### src/rtl/genius_pad_renderer_if.sv
// Bundle between the sync generator / game logic side and the Genius pad renderer:
// raster inputs, pad-lighting handshake and the DAC-facing RGB444 + sync outputs.
interface genius_pad_renderer_if;
    logic [9:0] x_px;
    logic [9:0] y_px;
    logic       hsync_in;
    logic       vsync_in;
    logic       activevideo_in;
    logic       light_req;
    logic [1:0] light_pad;
    logic [5:0] light_frames;
    logic       light_busy;
    logic       light_done;
    logic [3:0] vga_r;
    logic [3:0] vga_g;
    logic [3:0] vga_b;
    logic       vga_hsync;
    logic       vga_vsync;

    modport master (
        output x_px, y_px, hsync_in, vsync_in, activevideo_in,
        output light_req, light_pad, light_frames,
        input  light_busy, light_done,
        input  vga_r, vga_g, vga_b, vga_hsync, vga_vsync
    );

    modport slave (
        input  x_px, y_px, hsync_in, vsync_in, activevideo_in,
        input  light_req, light_pad, light_frames,
        output light_busy, light_done,
        output vga_r, vga_g, vga_b, vga_hsync, vga_vsync
    );
endinterface

### src/rtl/genius_pad_renderer.sv
// Paints the four Genius pads as screen quadrants behind a two-stage pipeline and
// lights one pad for a whole number of frames via a request/done handshake.
module genius_pad_renderer #(
    parameter int unsigned H_DISP = 640,
    parameter int unsigned V_DISP = 480,
    parameter int unsigned GAP    = 8,
    parameter logic [3:0]  DIM    = 4'h4,
    parameter logic [3:0]  BRIGHT = 4'hF
) (
    input  logic                  px_clk,
    input  logic                  rst,
    genius_pad_renderer_if.slave  bus
);

    localparam logic [1:0] S_IDLE = 2'd0;
    localparam logic [1:0] S_WAIT = 2'd1;
    localparam logic [1:0] S_LIT  = 2'd2;
    localparam logic [1:0] S_DONE = 2'd3;

    localparam logic [9:0] X_MID = 10'(H_DISP / 2);
    localparam logic [9:0] X_LO  = 10'(H_DISP / 2 - GAP / 2);
    localparam logic [9:0] X_HI  = 10'(H_DISP / 2 + GAP / 2 - 1);
    localparam logic [9:0] Y_MID = 10'(V_DISP / 2);
    localparam logic [9:0] Y_LO  = 10'(V_DISP / 2 - GAP / 2);
    localparam logic [9:0] Y_HI  = 10'(V_DISP / 2 + GAP / 2 - 1);

    logic       hs1_q, hs1_d, vs1_q, vs1_d, av1_q, av1_d;
    logic       hs2_q, hs2_d, vs2_q, vs2_d;
    logic [3:0] r_q, r_d, g_q, g_d, b_q, b_d;
    logic [1:0] state_q, state_d;
    logic [5:0] cnt_q, cnt_d;
    logic [1:0] pad_q, pad_d;
    logic       busy_q, busy_d, done_q, done_d;

    logic       frame_start_s;
    logic       in_cross_s;
    logic [1:0] quad_s;
    logic [3:0] lvl_s;

    // Stage-1 delay of vsync doubles as the edge detector: fall lands in vertical blanking.
    always_comb begin
        frame_start_s = vs1_q & ~bus.vsync_in;
    end

    // Lighting FSM; a request taken in IDLE never consumes a simultaneous frame start.
    always_comb begin
        state_d = state_q;
        cnt_d   = cnt_q;
        pad_d   = pad_q;
        case (state_q)
            S_IDLE: begin
                if (bus.light_req) begin
                    state_d = S_WAIT;
                    pad_d   = bus.light_pad;
                    cnt_d   = (bus.light_frames == 6'd0) ? 6'd1 : bus.light_frames;
                end else begin
                    state_d = S_IDLE;
                end
            end
            S_WAIT: begin
                if (frame_start_s) begin
                    state_d = S_LIT;
                end else begin
                    state_d = S_WAIT;
                end
            end
            S_LIT: begin
                if (frame_start_s) begin
                    if (cnt_q <= 6'd1) begin
                        state_d = S_DONE;
                        cnt_d   = 6'd0;
                    end else begin
                        cnt_d   = cnt_q - 6'd1;
                    end
                end else begin
                    state_d = S_LIT;
                end
            end
            S_DONE: begin
                state_d = S_IDLE;
            end
            default: begin
                state_d = S_IDLE;
                cnt_d   = 6'd0;
            end
        endcase
        busy_d = (state_d == S_WAIT) || (state_d == S_LIT);
        done_d = (state_d == S_DONE);
    end

    // Colour from stage-1 active flag and coordinates, which arrive one cycle after activevideo_in.
    always_comb begin
        hs1_d      = bus.hsync_in;
        vs1_d      = bus.vsync_in;
        av1_d      = bus.activevideo_in;
        hs2_d      = hs1_q;
        vs2_d      = vs1_q;
        in_cross_s = ((bus.x_px >= X_LO) && (bus.x_px <= X_HI)) ||
                     ((bus.y_px >= Y_LO) && (bus.y_px <= Y_HI));
        quad_s     = {(bus.y_px >= Y_MID), (bus.x_px >= X_MID)};
        lvl_s      = ((state_q == S_LIT) && (quad_s == pad_q)) ? BRIGHT : DIM;
        r_d        = 4'h0;
        g_d        = 4'h0;
        b_d        = 4'h0;
        if (av1_q && !in_cross_s) begin
            case (quad_s)
                2'd0:    g_d = lvl_s;
                2'd1:    r_d = lvl_s;
                2'd2:    begin r_d = lvl_s; g_d = lvl_s; end
                2'd3:    b_d = lvl_s;
                default: begin r_d = 4'h0; g_d = 4'h0; b_d = 4'h0; end
            endcase
        end else begin
            r_d = 4'h0;
            g_d = 4'h0;
            b_d = 4'h0;
        end
    end

    // All state and pipeline registers.
    always_ff @(posedge px_clk or posedge rst) begin
        if (rst) begin
            hs1_q   <= 1'b1;
            vs1_q   <= 1'b1;
            av1_q   <= 1'b0;
            hs2_q   <= 1'b1;
            vs2_q   <= 1'b1;
            r_q     <= 4'h0;
            g_q     <= 4'h0;
            b_q     <= 4'h0;
            state_q <= S_IDLE;
            cnt_q   <= 6'd0;
            pad_q   <= 2'd0;
            busy_q  <= 1'b0;
            done_q  <= 1'b0;
        end else begin
            hs1_q   <= hs1_d;
            vs1_q   <= vs1_d;
            av1_q   <= av1_d;
            hs2_q   <= hs2_d;
            vs2_q   <= vs2_d;
            r_q     <= r_d;
            g_q     <= g_d;
            b_q     <= b_d;
            state_q <= state_d;
            cnt_q   <= cnt_d;
            pad_q   <= pad_d;
            busy_q  <= busy_d;
            done_q  <= done_d;
        end
    end

    assign bus.vga_r      = r_q;
    assign bus.vga_g      = g_q;
    assign bus.vga_b      = b_q;
    assign bus.vga_hsync  = hs2_q;
    assign bus.vga_vsync  = vs2_q;
    assign bus.light_busy = busy_q;
    assign bus.light_done = done_q;

endmodule
### src/flat_wrapper.sv
// flat-port wrapper written by rule: the top's interface ports become plain ports
module genius_pad_renderer_flat 
#(
    parameter int unsigned H_DISP = 640,
    parameter int unsigned V_DISP = 480,
    parameter int unsigned GAP    = 8,
    parameter logic [3:0]  DIM    = 4'h4,
    parameter logic [3:0]  BRIGHT = 4'hF
)
  (px_clk, rst, bus_x_px, bus_y_px, bus_hsync_in, bus_vsync_in, bus_activevideo_in, bus_light_req, bus_light_pad, bus_light_frames, bus_light_busy, bus_light_done, bus_vga_r, bus_vga_g, bus_vga_b, bus_vga_hsync, bus_vga_vsync);
  genius_pad_renderer_if bus_i ();
  input  logic px_clk;
  input  logic rst;
  input wire logic [$bits(bus_i.x_px)-1:0] bus_x_px;
  input wire logic [$bits(bus_i.y_px)-1:0] bus_y_px;
  input wire logic [$bits(bus_i.hsync_in)-1:0] bus_hsync_in;
  input wire logic [$bits(bus_i.vsync_in)-1:0] bus_vsync_in;
  input wire logic [$bits(bus_i.activevideo_in)-1:0] bus_activevideo_in;
  input wire logic [$bits(bus_i.light_req)-1:0] bus_light_req;
  input wire logic [$bits(bus_i.light_pad)-1:0] bus_light_pad;
  input wire logic [$bits(bus_i.light_frames)-1:0] bus_light_frames;
  output wire logic [$bits(bus_i.light_busy)-1:0] bus_light_busy;
  output wire logic [$bits(bus_i.light_done)-1:0] bus_light_done;
  output wire logic [$bits(bus_i.vga_r)-1:0] bus_vga_r;
  output wire logic [$bits(bus_i.vga_g)-1:0] bus_vga_g;
  output wire logic [$bits(bus_i.vga_b)-1:0] bus_vga_b;
  output wire logic [$bits(bus_i.vga_hsync)-1:0] bus_vga_hsync;
  output wire logic [$bits(bus_i.vga_vsync)-1:0] bus_vga_vsync;
  assign bus_i.x_px = bus_x_px;
  assign bus_i.y_px = bus_y_px;
  assign bus_i.hsync_in = bus_hsync_in;
  assign bus_i.vsync_in = bus_vsync_in;
  assign bus_i.activevideo_in = bus_activevideo_in;
  assign bus_i.light_req = bus_light_req;
  assign bus_i.light_pad = bus_light_pad;
  assign bus_i.light_frames = bus_light_frames;
  assign bus_light_busy = bus_i.light_busy;
  assign bus_light_done = bus_i.light_done;
  assign bus_vga_r = bus_i.vga_r;
  assign bus_vga_g = bus_i.vga_g;
  assign bus_vga_b = bus_i.vga_b;
  assign bus_vga_hsync = bus_i.vga_hsync;
  assign bus_vga_vsync = bus_i.vga_vsync;
  genius_pad_renderer #(.H_DISP(H_DISP), .V_DISP(V_DISP), .GAP(GAP), .DIM(DIM), .BRIGHT(BRIGHT)) u_core (.px_clk(px_clk), .rst(rst), .bus(bus_i));
endmodule
### config.mk
export PLATFORM = sky130hd
export DESIGN_NAME = genius_pad_renderer_flat
export DESIGN_NICKNAME = d
export VERILOG_FILES = /design/src/rtl/genius_pad_renderer_if.sv /design/src/rtl/genius_pad_renderer.sv /design/src/flat_wrapper.sv
export SDC_FILE = /design/constraint.sdc
export NUM_CORES = 1
export LEC_CHECK = 0
export BUFFER_PORTS_ARGS = -buffer_cell sky130_fd_sc_hd__clkbuf_2
export CAP_MARGIN = 20
export CORE_UTILIZATION = 49
export CTS_BUF_LIST = sky130_fd_sc_hd__clkbuf_2
export DETAILED_ROUTE_END_ITERATION = 10
export PLACE_DENSITY = 0.9
export SLEW_MARGIN = 25
export SYNTH_ARGS = -nofsm -noshare
export SYNTH_HDL_FRONTEND = slang
export SYNTH_SLANG_ARGS = --single-unit
### constraint.sdc
create_clock -name px_clk -period 1.9 [get_ports px_clk]
set_input_delay 0.38 -clock px_clk [delete_from_list [all_inputs] [get_ports px_clk]]
set_output_delay 0.38 -clock px_clk [all_outputs]
set_load 0.1 [all_outputs]
Word-level counts from Yosys, hierarchy flattened. Index checks and enable logic that the tools add are counted.

Register bits: 29. Input port bits: 34. Output and inout bits: 16. Word-level logic and storage cells: 67.

Add/sub/neg operators: 1. Magnitude comparators: 7. Eq/ne operators: 12. Multiplexer cells: 17. Bitwise gates (word level): 2. Reductions and logical operators: 15.

Operator list (number): $mux W4 (7); $mux W6 (4); $ge A10 B8 Y1 const B (2); $ge A10 B9 Y1 const B (2); $eq A2 B2 Y1 const B (6); $pmux W6 S2 (1); $le A10 B8 Y1 const B (1); $le A10 B9 Y1 const B (1); $pmux W2 S4 (1); $eq A2 B1 Y1 const B (3); $le A6 B1 Y1 const B (1); $logic_not A6 Y1 (1); $mux W2 (3); $sub A6 B1 Y6 const B (1); $logic_and A1 B1 Y1 (4); $logic_not A2 Y1 (2); $reduce_or A2 Y1 (2); $reduce_and A3 Y1 (1); $eq A2 B2 Y1 (1); $logic_or A1 B1 Y1 (2); $ne A2 B1 Y1 const B (1); $ne A2 B2 Y1 const B (1); $reduce_and A2 Y1 (1); $reduce_bool A2 Y1 (1); other kinds (4) (4).

Longest topological paths before layout. Gate-level depths: netlist of the first run.

Word-level depth: 6. Mapped depth: 6. Mapped depth without buffers: 6.

Worst setup path before layout of the first run. OpenSTA, ideal clock, no wires.

Path kind: register to output. Start point: reg u_core.b_q[1], in the netlist u_core.bus.vga_b[1]. End point: out bus_vga_b[1]. Arrival: 1.341 ns. Required time: 1.520 ns. Slack: 0.179 ns. Stages on the path, launching flop included: 2. Path buffers: 1. Cells stage by stage: dfrtp_1 -> buf_4.

RTL lines: from (decl) (RTL line genius_pad_renderer.sv:29) `logic [3:0] r_q, r_d, g_q, g_d, b_q, b_d;`; from (signal assigned) (RTL line genius_pad_renderer.sv:130) `b_q <= 4'h0;`; from (signal assigned) (RTL line genius_pad_renderer.sv:144) `b_q <= b_d;`; to (decl) (RTL line flat_wrapper.sv:26) `output wire logic [$bits(bus_i.vga_b)-1:0] bus_vga_b;`.

No word-level cell between the ends.

Worst setup path after layout of the first run.
Start point: reg u_core.cnt_q[2]. End point: reg u_core.busy_q, in the netlist u_core.bus.light_busy.

Longest elaborated chain between the ends: 6. Elaborated cells between the ends (all ways): 7. Those cells by class: order compare (1); eq/ne (2); mux (3); reduce/logical (1).

RTL lines: from (decl) (RTL line genius_pad_renderer.sv:31) `logic [5:0] cnt_q, cnt_d;`; from (signal assigned) (RTL line genius_pad_renderer.sv:146) `cnt_q <= cnt_d;`; $le A6 B1 Y1 (*) (RTL line genius_pad_renderer.sv:69) `if (cnt_q <= 6'd1) begin`; $mux W2 (*) (RTL line genius_pad_renderer.sv:69); $mux W2 (*) (RTL line genius_pad_renderer.sv:68) `if (frame_start_s) begin`; $pmux W2 S4 (*) (RTL line genius_pad_renderer.sv:50) `case (state_q)`; $eq A2 B1 Y1 / $eq A2 B2 Y1 (equally long branches) (RTL line genius_pad_renderer.sv:87) `busy_d = (state_d == S_WAIT) || (state_d == S_LIT);`; $logic_or A1 B1 Y1 (*) (RTL line genius_pad_renderer.sv:87); net u_core.busy_d (RTL line genius_pad_renderer.sv:33) `logic busy_q, busy_d, done_q, done_d;`; to (signal assigned) (RTL line genius_pad_renderer.sv:148) `busy_q <= busy_d;`; to (decl) (RTL line genius_pad_renderer.sv:33).

The timed path passes the listed nets; every way through them passes the cells marked *. A chain may end at the register's enable or synchronous reset.

==> out/qor.yml, run 1 <==
run_status:
  status: "finished clean"
synth:
  dominantRegCellSynth: "dfrtp_1"
  synthArstFlopShare: 1.000
  yosys_register_bits: 23
  synth_area_per_cell_um2: 10.65
  ys_seq_area_frac: 0.4701
  yosys_warnings: 0
  synth.distinct_cells: 40
  synth_edf_count: 0
  syn_area_um2: 1235
  syn-num-nets: 154
  syn_inst: 116
critical_path:
  critPathKind: "reg2reg"
  r2r_cells: 4
  critPathBufInv: 0
  reg2reg_slack_ps: 90
  crit_path_end_kind: "flop"
  arrival_ps: 2050
  critical-path-top-delay-family: "simple AND/OR/NAND/NOR gates"
  critPathRequiredTime_ps: 2140
  worstPathMaxFanout: 6
  cpPeakStageDelay_ps: 520
  reg2reg_from: "u_core.cnt_q[2]"
  r2r_end: "u_core.bus.light_busy"
  slowest_stage: "dfrtp_1"
  start_kind: "flop"
  worstPathCellList: "nor4_4 -> nand2_1 -> o32ai_1 -> ha_1"
place:
  place_ws_ps: 124.1
  dp_hpwl_um: 1928
  dp.cells: 183
  numPortBuffers: 45
  gp_congestion: 0.8151
grt:
  grt_max_degree: 24
  grtUsageMet3: 0.02609
  grt_overflow: 0
  grt_pass1_vias: 942
  grt_first_pass_wirelength_um: 4008
  met1_usage: 0.2491
  use_met2: 0.3547
  antenna_found_initial: 0
  grtUsageTotal: 0.2041
  top_usage_layer: "met2"
layout:
  drive_above_1_share: 0.4151
  fin_nets: 198
  area_growth_pct: 19.05
  final_core_utilization: 0.6400
  finalNonFillerCells: 187
  antenna_cells: 0
  fillers: 191
clock_network:
  postCtsSetupRepairBufs: 0
  htree_levels: 1
  cts.clk_slew.worst_paths_ps: 200
  cts_root_buffer: "clkbuf_2"
  cts_buffer_depth: 2
  cts_buffers: 3
  cts_resized: 0
  clkSinkCount: 23
  cts_tree: "yes"
  ctsHoldBuffers: 0
  worstSkewPairLatency_ps: 320
sta:
  fin_crit_ps: 1808
  skew_ps: 18.57
  period_share: 0.9517
  rsz0062_at_grt: "false"
  setup_slack_ps: 91.86
  fin_tns_setup_ps: 0
  worst_pin_slew_ps: 541.1
  drv_slew: 0
  setup_viol: 0
  fmaxAchievable_ghz: 0.5531
  slew_headroom: 0.6408
  finalHoldViolCount: 0
routing:
  drtIter0Drc: 18
  wl_um: 2398
  route.detailed.drc: 0
  routedWlPerCell_um: 12.82
  firstDrtPassIters: 4
  viasPerCell: 5.412
  detail-route-antenna-nets: 0
  vias: 1012
floorplan:
  rows: 17
  die_h_um: 52.20
  pin_count: 50
  die_area_um2: 2725
  die-width_um: 52.20
  coreArea_um2: 2297
  start_util: 0.5376
job:
  maxCapViolCount: 0
power_and_ir_drop:
  power.density_nw_per_um2: 1245
  ir_drop_mv: 1.097
  p_leak_nw: 0.7294
hold_path:
  hp-class: "in2async"
cells in the final DEF, fill, tap and decap left out, drive strengths merged, types with 3 or more instances in the layout:
| cell type | Yosys | final |
|---|---|---|
| clkbuf | 0 | 49 |
| dfrtp | 19 | 19 |
| nor2 | 11 | 11 |
| nand2 | 8 | 8 |
| a21oi | 8 | 8 |
| o21ai | 8 | 8 |
| inv | 5 | 5 |
| nand2b | 5 | 5 |
| nor3 | 4 | 4 |
| ha | 4 | 4 |
| dfstp | 4 | 4 |
| nor4 | 4 | 4 |
| nand4 | 3 | 3 |
| a21o | 3 | 3 |
worst max-delay path by stage:
stage,from,end,slack [ps],cells after the start
final,u_core.cnt_q[2],u_core.bus.light_busy,90,4
after floorplan,u_core.bus.vga_b[1],bus_vga_b[1],180,1
after detailed placement,u_core.cnt_q[2],u_core.bus.light_busy,120,4
after CTS,u_core.cnt_q[2],u_core.bus.light_busy,100,4
after global placement,u_core.cnt_q[2],u_core.bus.light_busy,210,4
after global routing,u_core.cnt_q[2],u_core.bus.light_busy,6,4
worst reg2reg max path: cells and delay by family (launching register included):
kind | cells | cell delay [ps]
compound gates | 1 | 350
fa+ha+maj | 1 | 290
simple gates | 2 | 570
flops | 1 | 520
per-stage QoR:
| stage | hold slack [ps] | total power [mW] | cell area, um^2 |
|---|---|---|---|
| after floorplan | 345.2 | 1.472 | 1235 |
| after global placement | 349.2 | 1.602 | 1450 |
| after detailed placement | 347.3 | 1.649 | 1450 |
| after CTS | 23.38 | 1.841 | 1470 |
| after global routing | 26.39 | 1.953 | 1470 |
| final | 26.77 | 1.830 | 1470 |
synth_stat cells, types with 2 or more instances:
master,number,share of area
dfrtp_1,19,0.39
nor2_1,11,0.033
nand2_1,8,0.024
buf_4,7,0.043
a21oi_1,6,0.024
o21ai_0,6,0.024
inv_1,5,0.015
dfstp_2,4,0.085
ha_1,4,0.041
nand2b_1,4,0.020
nor3_1,4,0.016
nand4_1,3,0.015
nor4_1,3,0.015
a21o_1,2,0.012
mux2_2,2,0.018
mux2i_1,2,0.016
o32ai_1,2,0.014
xor2_1,2,0.014
routing by layer:
layer / vias up / wire (um) / part of all wire
met3: 4 / 84 / 0.035
met5: - / 0 / 0
li1: 507 / - / -
met1: 474 / 1005 / 0.42
met4: 0 / 43 / 0.018
met2: 27 / 1265 / 0.53
report_power, final:
group          total [mW]  leakage, nW  switching [mW]  internal (mW)
combinational       0.851        0.433           0.544          0.306
sequential          0.790        0.280           0.165          0.625
clock               0.189       0.0166           0.134         0.0557
total                1.83        0.729           0.843          0.987
cell families (layout without fill, tap and decap cells):
logic type | after synthesis | count (layout) | share of synthesized area
and+or+nand+nor | 44 | 44 | 0.2097
DFF | 23 | 23 | 0.4701
adders and majority gates | 4 | 4 | 0.04053
xor gates and xnor gates | 2 | 2 | 0.01419
buffers and inverters | 12 | 55 | 0.05775
muxes | 4 | 4 | 0.03445
AOI/OAI and AO/OA | 27 | 27 | 0.1732
sequential cells by signal, summed over array words and instances, names as in the netlist, 2 cells and up:
signal,flops
u_core.pad_q,2
u_core.cnt_q,6
u_core.state_q,2
u_core.bus.vga_g,2
u_core.bus.vga_r,2
u_core.bus.vga_b,2
cell type report:
| cell class | count | area, um^2 | area share |
|---|---|---|---|
| sequential | 23 | 580.6 | 0.3949 |
| timing repair buffer | 46 | 232.7 | 0.1583 |
| inverter | 5 | 18.77 | 0.01277 |
| clock buffer | 4 | 20.02 | 0.01362 |
| tap | 28 | 35.03 | 0.02383 |
| multi-input combinational | 81 | 583.1 | 0.3966 |
No activity file was read; power rests on OpenSTA's default activity.
==> run 2, diff against run 1 <==
--- a/config.mk
+++ b/config.mk
@@ -5,12 +5,12 @@
 export SDC_FILE = /design/constraint.sdc
 export NUM_CORES = 1
 export LEC_CHECK = 0
-export BUFFER_PORTS_ARGS = -buffer_cell sky130_fd_sc_hd__clkbuf_2
 export CAP_MARGIN = 20
-export CORE_UTILIZATION = 49
+export CORE_UTILIZATION = 60
 export CTS_BUF_LIST = sky130_fd_sc_hd__clkbuf_2
 export DETAILED_ROUTE_END_ITERATION = 10
-export PLACE_DENSITY = 0.9
+export DONT_BUFFER_PORTS = 1
+export PLACE_DENSITY = 0.85
 export SLEW_MARGIN = 25
 export SYNTH_ARGS = -nofsm -noshare
 export SYNTH_HDL_FRONTEND = slang
==> out/qor.yml, run 2 (synthesis gave the netlist of run 1 again) <==
layout:
  area_growth_pct: 11.35
  layout_common_cells: "16 x dfrtp_1, 11 x nor2_1, 8 x nand2_1"
  drive_above_1_share: 0.2560  # -0.1591
  final_common_cell: "dfrtp_1"
  largest_reg_flops: 6  # unchanged
  fin_nets: 164  # -17%
  largest-register: "u_core.cnt_q"
  antenna_cells: 0  # unchanged
grt:
  grtUsageTotal: 0.2251  # +0.02100
  grt_overflow: 0  # unchanged
  grt_max_degree: 24  # unchanged
  antenna_found_initial: 0  # unchanged
  grt_first_pass_wirelength_um: 3381  # -16%
  grt_pass1_vias: 813  # -14%
floorplan:
  coreArea_um2: 1942  # -15%
  die_area_um2: 2243  # -18%
  rows: 16  # -1
  pin_count: 50  # unchanged
  start_util: 0.6360  # +0.09837
  die-width_um: 47.37  # -9.3%
  die_h_um: 47.37  # -9.3%
clock_network:
  cts_buffer_depth: 2  # unchanged
  clkSinkCount: 23  # unchanged
  postCtsSetupRepairBufs: 0  # unchanged
  cts_resized: 0  # unchanged
  cts_tree: "yes"
  ctsHoldBuffers: 1  # +1
  cts_root_buffer: "clkbuf_2"
  cts.clk_slew.worst_paths_ps: 220  # +20 ps
  worstSkewPairLatency_ps: 340  # +20 ps
  htree_levels: 1  # unchanged
  cts_buffers: 3  # unchanged
power_and_ir_drop:
  power.density_nw_per_um2: 1324  # +6.4%
  p_leak_nw: 0.5943  # -19%
  ir_drop_mv: 1.142  # +4.1%
  power.total_mw: 1.821  # -0.50%
sta:
  setup_viol: 0  # unchanged
  fin_tns_setup_ps: 0  # unchanged
  rsz0062_at_grt: "false"
  finalHoldViolCount: 0  # unchanged
  fin_crit_ps: 1737  # -70.65 ps
  period_share: 0.9145  # -0.03718
  fmaxAchievable_ghz: 0.5755  # +4.1%
  worst_pin_slew_ps: 487.4  # -53.68 ps
  drv_slew: 0  # unchanged
  skew_ps: 10.94  # -7.632 ps
  slew_headroom: 0.6758  # +0.03499
hold_path:
  hp-class: "in2reg"
routing:
  firstDrtPassIters: 4  # unchanged
  route.detailed.drc: 0  # unchanged
  viasPerCell: 6.243  # +15%
  vias: 949  # -6.2%
  wl_um: 2242  # -6.5%
  routedWlPerCell_um: 14.75  # +15%
  drtIter0Drc: 39  # +21
  detail-route-antenna-nets: 0  # unchanged
critical_path:
  critPathKind: "reg2reg"
  crit_path_end_kind: "flop"
  start_kind: "flop"
  arrival_ps: 2030  # -20 ps
  worstPathMaxFanout: 5  # -1
  critPathRequiredTime_ps: 2190  # +50 ps
run_status:
  status: "finished clean"
place:
  gp_congestion: 0.7343  # -9.9%
  numPortBuffers: 0  # -100%
  dp_hpwl_um: 1709  # -11%
job:
  maxCapViolCount: 0  # unchanged
## run 2: routing by layer
layer	up-vias	part of all wire	track usage
li1	431	-	-
met1	458	0.39	0.2599
met2	46	0.51	0.3890
met3	14	0.054	0.05769
met4	0	0.039	0.1029
met5	-	0	0
## run 2: final cells by class
class,count,area (um^2)
flip-flops and latches,23,584.3
fillers,152,566.8
repair buffers,12,135.1
clock buffers,3,15.01
well taps,27,33.78
multi-input cells,81,583.1
clock inverters,1,5.005
inverters,5,18.77
## run 2: worst max-delay path, cell delays in order, from the launching register on
cell and delay, ps:
dfrtp_1 470, inv_1 90, ha_1 260, or2_4 280, a21o_4 220, o221a_2 270, a21oi_2 100
## run 2: worst paths after layout
| check | startpoint | end | slack, ps | depth (start not counted) |
|---|---|---|---|---|
| worst min register to register | u_core.hs1_q | u_core.bus.vga_hsync | 370 | 0 |
| worst min-delay path | bus_activevideo_in | u_core.av1_q | 50 | 0 |
| worst max-delay path | u_core.cnt_q[0] | u_core.cnt_q[0] | 160 | 6 |
| max in group asynchronous | rst | u_core.vs1_q | 1130 | 3 |
| worst max register to register | u_core.cnt_q[0] | u_core.cnt_q[0] | 160 | 6 |
| min in group asynchronous | rst | u_core.cnt_q[2] | 480 | 3 |
## run 2: report_power, final
part,switching [mW],internal (mW)
registers,0.181,0.626
clock network,0.146,0.0477
logic,0.515,0.305
## run 2: stage by stage
stage	util	instance area [um^2]	worst slack (ps)	hold slack (ps)	instances
3_3_place_gp	0.6823	1325	207.3	323.6	145
2_1_floorplan	-	1235	179.4	345.2	116
6_report	0.7081	1375	162.5	47.45	152
3_5_place_dp	0.6823	1325	193.1	322.7	145
4_1_cts	0.6978	1355	159.5	6.072	150
5_1_grt	0.7081	1375	49.65	25.46	152
